[config.mk]
export PLATFORM = sky130hd
export DESIGN_NAME = i_decode
export DESIGN_NICKNAME = d
export VERILOG_FILES = /design/src/rtl/i_decode.sv
export SDC_FILE = /design/constraint.sdc
export NUM_CORES = 2
export LEC_CHECK = 0
export BUFFER_PORTS_ARGS = -buffer_cell sky130_fd_sc_hd__buf_2
export CELL_PAD_IN_SITES_DETAIL_PLACEMENT = 0
export CELL_PAD_IN_SITES_GLOBAL_PLACEMENT = 1
export CORE_MARGIN = 2
export CORE_UTILIZATION = 47
export DETAILED_ROUTE_END_ITERATION = 6
export PLACE_DENSITY = 0.83
export SYNTH_ARGS = -nofsm -noshare
export SYNTH_HDL_FRONTEND = slang
export SYNTH_SLANG_ARGS = --single-unit
[constraint.sdc]
create_clock -name i_clk -period 46.2 [get_ports i_clk]
set_input_delay 9.24 -clock i_clk [delete_from_list [all_inputs] [get_ports i_clk]]
set_output_delay 9.24 -clock i_clk [all_outputs]
set_load 0.1 [all_outputs]
[src/rtl/i_decode.sv]
// RV32I instruction-decode stage: 32-entry register file, immediate and control
// decode, and the registered ID pipeline outputs with stall/flush handling.
module i_decode #(
  parameter int unsigned DATA_WIDTH = 32,
  parameter int unsigned ADDR_WIDTH = 32,
  parameter int unsigned REG_COUNT  = 32
) (
  input  logic                  i_clk,
  input  logic                  i_reset,
  input  logic                  i_stall,
  input  logic                  i_flush,
  input  logic [31:0]           i_IF_instr,
  input  logic [ADDR_WIDTH-1:0] i_IF_program_cntr,
  input  logic [ADDR_WIDTH-1:0] i_IF_program_cntr_next,
  input  logic                  i_WB_reg_wr_en,
  input  logic [4:0]            i_WB_rd_addr,
  input  logic [DATA_WIDTH-1:0] i_WB_rd_data,
  output logic [DATA_WIDTH-1:0] o_ID_rs1_data,
  output logic [DATA_WIDTH-1:0] o_ID_rs2_data,
  output logic [4:0]            o_ID_rs1_addr,
  output logic [4:0]            o_ID_rs2_addr,
  output logic [4:0]            o_ID_rd_addr,
  output logic [DATA_WIDTH-1:0] o_ID_imm,
  output logic [3:0]            o_ID_alu_ctrl,
  output logic                  o_ID_alu_src_a,
  output logic                  o_ID_alu_src_b,
  output logic                  o_ID_reg_wr_en,
  output logic                  o_ID_mem_rd_en,
  output logic                  o_ID_mem_wr_en,
  output logic                  o_ID_branch,
  output logic                  o_ID_jump,
  output logic                  o_ID_illegal,
  output logic [1:0]            o_ID_result_sel,
  output logic [2:0]            o_ID_funct3,
  output logic [ADDR_WIDTH-1:0] o_ID_program_cntr,
  output logic [ADDR_WIDTH-1:0] o_ID_program_cntr_next
);

  localparam logic [6:0] OP_R      = 7'b0110011;
  localparam logic [6:0] OP_IALU   = 7'b0010011;
  localparam logic [6:0] OP_LOAD   = 7'b0000011;
  localparam logic [6:0] OP_STORE  = 7'b0100011;
  localparam logic [6:0] OP_BRANCH = 7'b1100011;
  localparam logic [6:0] OP_JAL    = 7'b1101111;
  localparam logic [6:0] OP_JALR   = 7'b1100111;
  localparam logic [6:0] OP_LUI    = 7'b0110111;
  localparam logic [6:0] OP_AUIPC  = 7'b0010111;

  localparam logic [3:0] ALU_ADD    = 4'd0;
  localparam logic [3:0] ALU_SUB    = 4'd1;
  localparam logic [3:0] ALU_SLL    = 4'd2;
  localparam logic [3:0] ALU_SLT    = 4'd3;
  localparam logic [3:0] ALU_SLTU   = 4'd4;
  localparam logic [3:0] ALU_XOR    = 4'd5;
  localparam logic [3:0] ALU_SRL    = 4'd6;
  localparam logic [3:0] ALU_SRA    = 4'd7;
  localparam logic [3:0] ALU_OR     = 4'd8;
  localparam logic [3:0] ALU_AND    = 4'd9;
  localparam logic [3:0] ALU_PASS_B = 4'd10;

  typedef struct packed {
    logic [DATA_WIDTH-1:0] rs1_data;
    logic [DATA_WIDTH-1:0] rs2_data;
    logic [4:0]            rs1_addr;
    logic [4:0]            rs2_addr;
    logic [4:0]            rd_addr;
    logic [DATA_WIDTH-1:0] imm;
    logic [3:0]            alu_ctrl;
    logic                  alu_src_a;
    logic                  alu_src_b;
    logic                  reg_wr_en;
    logic                  mem_rd_en;
    logic                  mem_wr_en;
    logic                  branch;
    logic                  jump;
    logic                  illegal;
    logic [1:0]            result_sel;
    logic [2:0]            funct3;
    logic [ADDR_WIDTH-1:0] pc;
    logic [ADDR_WIDTH-1:0] pc_next;
  } id_t;

  function automatic logic [3:0] alu_op(input logic [2:0] f3, input logic alt);
    case (f3)
      3'b000:  alu_op = alt ? ALU_SUB : ALU_ADD;
      3'b001:  alu_op = ALU_SLL;
      3'b010:  alu_op = ALU_SLT;
      3'b011:  alu_op = ALU_SLTU;
      3'b100:  alu_op = ALU_XOR;
      3'b101:  alu_op = alt ? ALU_SRA : ALU_SRL;
      3'b110:  alu_op = ALU_OR;
      default: alu_op = ALU_AND;
    endcase
  endfunction

  logic [DATA_WIDTH-1:0] regs [REG_COUNT];
  logic [6:0]            opcode;
  logic [4:0]            rs1_a, rs2_a, rd_a;
  logic [2:0]            funct3;
  logic                  wb_wr;
  logic [DATA_WIDTH-1:0] rs1_rd, rs2_rd;
  logic [31:0]           imm32;
  logic                  wr, illegal;
  id_t                   dec, nxt, q;

  assign opcode = i_IF_instr[6:0];
  assign rd_a   = i_IF_instr[11:7];
  assign funct3 = i_IF_instr[14:12];
  assign rs1_a  = i_IF_instr[19:15];
  assign rs2_a  = i_IF_instr[24:20];
  assign wb_wr  = i_WB_reg_wr_en && (i_WB_rd_addr != 5'd0);

  // Register file; x0 is never written.
  always_ff @(posedge i_clk or posedge i_reset) begin
    if (i_reset) begin
      for (int i = 0; i < REG_COUNT; i++) regs[i] <= '0;
    end else if (wb_wr) begin
      regs[i_WB_rd_addr] <= i_WB_rd_data;
    end
  end

  // Read ports with write-through bypass from the WB port.
  always_comb begin
    rs1_rd = '0;
    rs2_rd = '0;
    if (rs1_a != 5'd0) rs1_rd = (wb_wr && i_WB_rd_addr == rs1_a) ? i_WB_rd_data : regs[rs1_a];
    if (rs2_a != 5'd0) rs2_rd = (wb_wr && i_WB_rd_addr == rs2_a) ? i_WB_rd_data : regs[rs2_a];
  end

  always_comb begin
    dec          = '0;
    imm32        = '0;
    wr           = 1'b0;
    illegal      = 1'b0;
    dec.rs1_data = rs1_rd;
    dec.rs2_data = rs2_rd;
    dec.rs1_addr = rs1_a;
    dec.rs2_addr = rs2_a;
    dec.funct3   = funct3;
    dec.pc       = i_IF_program_cntr;
    dec.pc_next  = i_IF_program_cntr_next;
    dec.alu_ctrl = ALU_ADD;
    case (opcode)
      OP_R: begin
        dec.alu_ctrl = alu_op(funct3, i_IF_instr[30]);
        wr = 1'b1;
      end
      OP_IALU: begin
        dec.alu_ctrl  = alu_op(funct3, (funct3 == 3'b101) && i_IF_instr[30]);
        dec.alu_src_b = 1'b1;
        wr = 1'b1;
        imm32 = {{20{i_IF_instr[31]}}, i_IF_instr[31:20]};
      end
      OP_LOAD: begin
        dec.alu_src_b  = 1'b1;
        dec.mem_rd_en  = 1'b1;
        dec.result_sel = 2'b01;
        wr = 1'b1;
        imm32 = {{20{i_IF_instr[31]}}, i_IF_instr[31:20]};
      end
      OP_STORE: begin
        dec.alu_src_b = 1'b1;
        dec.mem_wr_en = 1'b1;
        imm32 = {{20{i_IF_instr[31]}}, i_IF_instr[31:25], i_IF_instr[11:7]};
      end
      OP_BRANCH: begin
        dec.alu_ctrl = ALU_SUB;
        dec.branch   = 1'b1;
        imm32 = {{19{i_IF_instr[31]}}, i_IF_instr[31], i_IF_instr[7], i_IF_instr[30:25],
                 i_IF_instr[11:8], 1'b0};
      end
      OP_JAL: begin
        dec.alu_src_a  = 1'b1;
        dec.alu_src_b  = 1'b1;
        dec.jump       = 1'b1;
        dec.result_sel = 2'b10;
        wr = 1'b1;
        imm32 = {{11{i_IF_instr[31]}}, i_IF_instr[31], i_IF_instr[19:12], i_IF_instr[20],
                 i_IF_instr[30:21], 1'b0};
      end
      OP_JALR: begin
        dec.alu_src_b  = 1'b1;
        dec.jump       = 1'b1;
        dec.result_sel = 2'b10;
        wr = 1'b1;
        imm32 = {{20{i_IF_instr[31]}}, i_IF_instr[31:20]};
      end
      OP_LUI: begin
        dec.alu_ctrl  = ALU_PASS_B;
        dec.alu_src_b = 1'b1;
        wr = 1'b1;
        imm32 = {i_IF_instr[31:12], 12'b0};
      end
      OP_AUIPC: begin
        dec.alu_src_a = 1'b1;
        dec.alu_src_b = 1'b1;
        wr = 1'b1;
        imm32 = {i_IF_instr[31:12], 12'b0};
      end
      default: illegal = 1'b1;
    endcase
    dec.imm       = DATA_WIDTH'($signed(imm32));
    dec.reg_wr_en = wr && (rd_a != 5'd0);
    dec.rd_addr   = dec.reg_wr_en ? rd_a : 5'd0;
    // Unknown opcode: bubble that still carries its PC for trap handling.
    if (illegal) begin
      dec         = '0;
      dec.illegal = 1'b1;
      dec.pc      = i_IF_program_cntr;
      dec.pc_next = i_IF_program_cntr_next;
    end
  end

  // Flush beats stall; a stalled entry still tracks WB writes to its sources.
  always_comb begin
    nxt = dec;
    if (i_flush) begin
      nxt = '0;
    end else if (i_stall) begin
      nxt = q;
      if (wb_wr && i_WB_rd_addr == q.rs1_addr) nxt.rs1_data = i_WB_rd_data;
      if (wb_wr && i_WB_rd_addr == q.rs2_addr) nxt.rs2_data = i_WB_rd_data;
    end
  end

  always_ff @(posedge i_clk or posedge i_reset) begin
    if (i_reset) q <= '0;
    else         q <= nxt;
  end

  assign o_ID_rs1_data          = q.rs1_data;
  assign o_ID_rs2_data          = q.rs2_data;
  assign o_ID_rs1_addr          = q.rs1_addr;
  assign o_ID_rs2_addr          = q.rs2_addr;
  assign o_ID_rd_addr           = q.rd_addr;
  assign o_ID_imm               = q.imm;
  assign o_ID_alu_ctrl          = q.alu_ctrl;
  assign o_ID_alu_src_a         = q.alu_src_a;
  assign o_ID_alu_src_b         = q.alu_src_b;
  assign o_ID_reg_wr_en         = q.reg_wr_en;
  assign o_ID_mem_rd_en         = q.mem_rd_en;
  assign o_ID_mem_wr_en         = q.mem_wr_en;
  assign o_ID_branch            = q.branch;
  assign o_ID_jump              = q.jump;
  assign o_ID_illegal           = q.illegal;
  assign o_ID_result_sel        = q.result_sel;
  assign o_ID_funct3            = q.funct3;
  assign o_ID_program_cntr      = q.pc;
  assign o_ID_program_cntr_next = q.pc_next;

endmodule

Word level (Yosys, flattened, before mapping). Index checks and enable logic that the tools add are counted.

$lt $le $gt $ge: 4. Bitwise operators: 3. $add $sub $neg: 0. Shift-type cells: 0. Reductions and logical operators: 20. Equal/unequal tests: 22. Muxes and demuxes: 35. Div/mod/pow operators: 0. $mul: 0.

Operator list (count): bitwise mux 1024 bit (1); 2-to-1 mux 192 bit (3); 2-to-1 mux 32 bit (11); binary-select mux 32 bit (select 5 bit) (2); demux 32 bit (select 5 bit) (1); case mux 32 bit (5 select lines) (1); case mux 4 bit (7 select lines) (2); == test 7 x 6 -> 1 bit (second input constant) (3); == test 7 bit (second input constant) (3); == test 5 bit (4); nonzero test 5 bit (4); greater-or-equal comparator 6 bit (second input constant) (3); NOT 5 -> 6 bit (3); case mux 4 bit (4 select lines) (1); == test 7 x 5 -> 1 bit (second input constant) (2); OR reduction 7 bit (2); 2-to-1 mux 1 bit (11); == test 3 bit (second input constant) (3); OR reduction 9 bit (1); logical AND 1 bit (8); == test 7 x 2 -> 1 bit (second input constant) (1); == test 3 x 2 -> 1 bit (second input constant) (2); < comparator 6 x 1 -> 1 bit (second input constant) (1); != test 3 x 1 -> 1 bit (second input constant) (2); 7 further kinds (9).

Output and inout bits: 192. Word-level logic and storage cells: 135. ROM bits: 0. Bits of input ports: 138. Register bits after elaboration: 1216. Bits in latches: 0. Memory bits (writable): 0. Memories: 0.

Depth between registers and ports, before layout.
Word-level depth: 9. Gate-level depth with buffers: 9. Mapped depth without buffers: 5.

Worst setup path after synthesis. No wires, ideal clock.

Path kind: input port to flip-flop. Start point: input port i_IF_instr[16]. End point: register q, in the netlist o_ID_rs1_data[31]. Arrival time: 10.908 ns. Cell stages on the path: 6. Setup time: 0.140 ns. Slack: 35.152 ns. Path through: buf_2 > buf_2 > mux4_2 > mux4_2 > a2111oi_0 > o22ai_1.

Longest elaborated chain between the ends: 9. Elaborated cells on any way between the ends: 12. Those cells by class: eq/ne: 1; mux: 8; bitwise: 1; reduce/logical: 2.

Ends and longest elaborated chain: from (decl) (RTL line 12) `input logic [31:0] i_IF_instr,`; NOT 5 -> 6 bit (implied by the code) (RTL line 126) `if (rs1_a != 5'd0) rs1_rd = (wb_wr && i_WB_rd_addr == rs1_a) ? i_WB_rd_data : regs[rs1_a];`; binary-select mux 32 bit (select 5 bit) (RTL line 126); 2-to-1 mux 32 bit (implied by the code) (2 in series) (RTL line 126); 2-to-1 mux 32 bit (RTL line 126); 2-to-1 mux 32 bit * (RTL line 126); 2-to-1 mux 192 bit * (RTL line 206) `if (illegal) begin`; 2-to-1 mux 192 bit * (RTL line 219) `end else if (i_stall) begin`; 2-to-1 mux 192 bit * (RTL line 217) `if (i_flush) begin`; to (signal assigned) (RTL line 228) `else q <= nxt;`; to (decl) (RTL line 104) `id_t dec, nxt, q;`.

Every way passes the cells marked *; elsewhere a longest branch is shown, timed or not. The select of a mux whose other input is x is not followed. A chain may end at the register's enable or synchronous reset.

==> qor.yml <==
power:
  p_int_uw: 2240
  pwr-share-comb: 0.193
  p_per_area_mw_per_mm2: 43.7
  p_sw_frac: 0.277
  clockPowerShare: 0.365
  pwr-share-seq: 0.443
  p_leak_uw: 0.0318
  p_sw_uw: 858
  peakVddDrop_mv: 0.0354
sta:
  tns_ns: 0
  rsz0062_at_grt: "no"
  hold_viol_final: 0
  fmax_ghz: 0.0794
  drv_slew: 0
  min_period_over_period: 0.273
  worst_pin_slew_ns: 1.45
  relSlewSlack: 0.0300
  whs_ns: 0.396
  finalClockSkew_ns: 0.0380
  setup_viol: 0
  min_period_ns: 12.59
  layout_setup_ws_ns: 33.61
cts:
  cts_buffer_depth: 3
  cts.sinks: 1216
  cts_resized: 0
  clock_latency_ns: 0.79
  cts_buffers: 137
  clockRootBuffer: "clkbuf_16"
  cts_tree: "built"
  postCtsSetupBuffers: 0
  cts-htree-levels: 4
  ctsHoldBuffers: 0
  clk_pin_slew_ns: 0.05
grt:
  grt_max_degree: 104
  grt.overflow.total: 0
  antenna_found_initial: 17
  grt_pass1_vias: 43220
  grt_use_total: 0.295
  grt_pass1_wl_mm: 298
placement:
  port_buffers: 329
  pre_cts_ws_ns: 32.66
  finalWeightedCongestion: 0.866
  hpwl_mm: 122
routing:
  topRoutingLayerUsed: "met5"
  wl_met2_mm: 91.8
  totalWireLength_mm: 203
  first_pass_iters: 7
  wl_met3_mm: 20.7
  wl_per_cell_um: 31.7
  final_antenna_net_count: 0
  drc: 0
  num_vias: 42864
  vias_per_cell: 6.70
  wl_met1_mm: 81.2
  first_iter_violations: 4498
cells_and_area:
  final_common_cell: "dfrtp_1"
  multiInputGateArea_sq_mm: 0.0310
  drive_above_1_share: 0.488
  final_nets: 4664
  regArea_sq_mm: 0.0304
  area.growth.synth_to_final_pct: 11.8
  most-common-layout-cells: "dfrtp_1, mux2_2, mux4_2"
  nFillCells: 11085
floorplanning:
  dieArea_sq_mm: 0.138
  chipHeight_um: 371
  rows: 134
  boundaryPins: 330
  start_util: 0.474
  fp.dieW_um: 371
  coreArea_sq_mm: 0.134
synthesis:
  yosysUniqueCellTypes: 60
  synth_area_sq_mm: 0.0633
  synth-edff-count: 0
  synth_top_area_frac: 0.481
  ys_seq_elements: 1216
  async_reset_ff_frac: 1.00
  synth.area.top_cells: "dfrtp_1, mux2_2, mux4_2"
  syn_nets: 4590
  yosys.area.top_type: "dfrtp_1"
  ys.flop_type: "dfrtp_1"
  yosysSeqAreaShare: 0.481
  syn_inst: 4452
  syn_area_per_cell_sq_um: 14.2
  yosys_warnings: 0
setup_path:
  cp.arrival_ns: 13.35
  start_kind: "input port"
  critical_path_class: "input port to asynchronous set/reset pin"
  worstPathRequired_ns: 46.96
  critPathMaxFanout: 103
  critPathCaptureType: "asynchronous set/reset pin"
flow_run:
  drv_cap: 0
run_status:
  status: "finished, final reports clean"
hold_path:
  hp-class: "flop to flop"
[cell usage after synthesis (7+ instances only)]
cell,number
inv_1,9
buf_1,64
a21boi_0,10
o22ai_1,107
nor3_1,39
and3_1,78
mux2i_1,283
o2111ai_1,39
xnor2_1,9
a22o_1,33
xor2_1,11
nand2_1,71
a22oi_1,134
buf_2,189
dfrtp_1,1216
mux2_2,1121
o31ai_1,22
a21oi_1,52
nor4_1,27
nand3_1,7
o32ai_1,25
mux4_2,428
nor2_1,135
buf_4,10
nor2b_1,8
nand2b_1,9
clkbuf_1,229
o21ai_0,30
[path summary, 6_finish.rpt]
kind | from | to | cells past startpoint | slack (ns)
hold reg to reg | regs[1010]$_DFFE_PP0P_ | regs[1010]$_DFFE_PP0P_ | 0 | 0.40
max in group i_clk | i_IF_instr[15] | o_ID_rs1_data[27]$_DFFE_PP0P_ | 8 | 33.96
min in group asynchronous | i_reset | regs[863]$_DFFE_PP0P_ | 2 | 8.63
setup reg to reg | o_ID_rs2_addr[4]$_DFFE_PP0P_ | o_ID_rs2_data[0]$_DFFE_PP0P_ | 7 | 42.47
hold / removal | regs[1010]$_DFFE_PP0P_ | regs[1010]$_DFFE_PP0P_ | 0 | 0.40
setup / recovery | i_reset | regs[691]$_DFFE_PP0P_ | 6 | 33.61
[power groups by stage]
stage               sequential (uW)  clock (uW)  combinational, uW
global route                   1390        1190                635
global placement               1370           0                579
finish                         1370        1130                596
detailed placement             1380           0                593
floorplan                      1390           0                441
CTS                            1360        1140                596
[cells by family after synthesis]
group                  share of synthesized area
AO/OA/AOI/OAI                             0.0536
flip-flops                                 0.481
XOR/XNOR                                 0.00277
buffers and inverters                     0.0342
AND/OR/NAND/NOR                           0.0323
multiplexers                               0.397
[state kept, by name, indices dropped and copies added, names as in the netlist, 2 cells and up]
register / cells
regs: 1024
o_ID_imm: 32
o_ID_program_cntr: 32
o_ID_program_cntr_next: 32
o_ID_rs1_data: 32
o_ID_rs2_data: 32
o_ID_rd_addr: 5
o_ID_rs1_addr: 5
o_ID_rs2_addr: 5
o_ID_alu_ctrl: 4
o_ID_funct3: 3
o_ID_result_sel: 2
[per-layer routing]
layer / GRT usage / vias to the layer above
met2: 0.445 / 2258
met5: 0.0147 / -
met3: 0.0800 / 496
li1: - / 17217
met4: 0.126 / 20
met1: 0.401 / 22873
[critical path: stages]
cell,delay [ns]
buf_2,0.13
inv_8,0.47
buf_4,0.73
buf_4,0.86
buf_4,0.84
buf_4,0.84
[stage by stage]
step / util / total power [uW] / instance area [sq um] / instances
3_5_place_dp: 0.495 / 1970 / 66100 / 6155
3_3_place_gp: 0.495 / 1940 / 66100 / 6155
2_1_floorplan: - / 1830 / 63300 / 4452
5_1_grt: 0.530 / 3210 / 70800 / 6397
4_1_cts: 0.530 / 3100 / 70800 / 6396
6_report: 0.530 / 3100 / 70800 / 6400
[layout make-up]
| class | instances | share of cell area |
|---|---|---|
| multi-input combinational | 2733 | 0.438 |
| sequential | 1216 | 0.430 |
| clock buffer | 203 | 0.0579 |
| timing repair buffer | 429 | 0.0350 |
| tap | 1768 | 0.0313 |
| clock inverter | 38 | 0.00760 |
| inverter | 9 | 0.000583 |
| antenna | 4 | 0.000141 |
No activity file was read; power rests on OpenSTA's default activity.
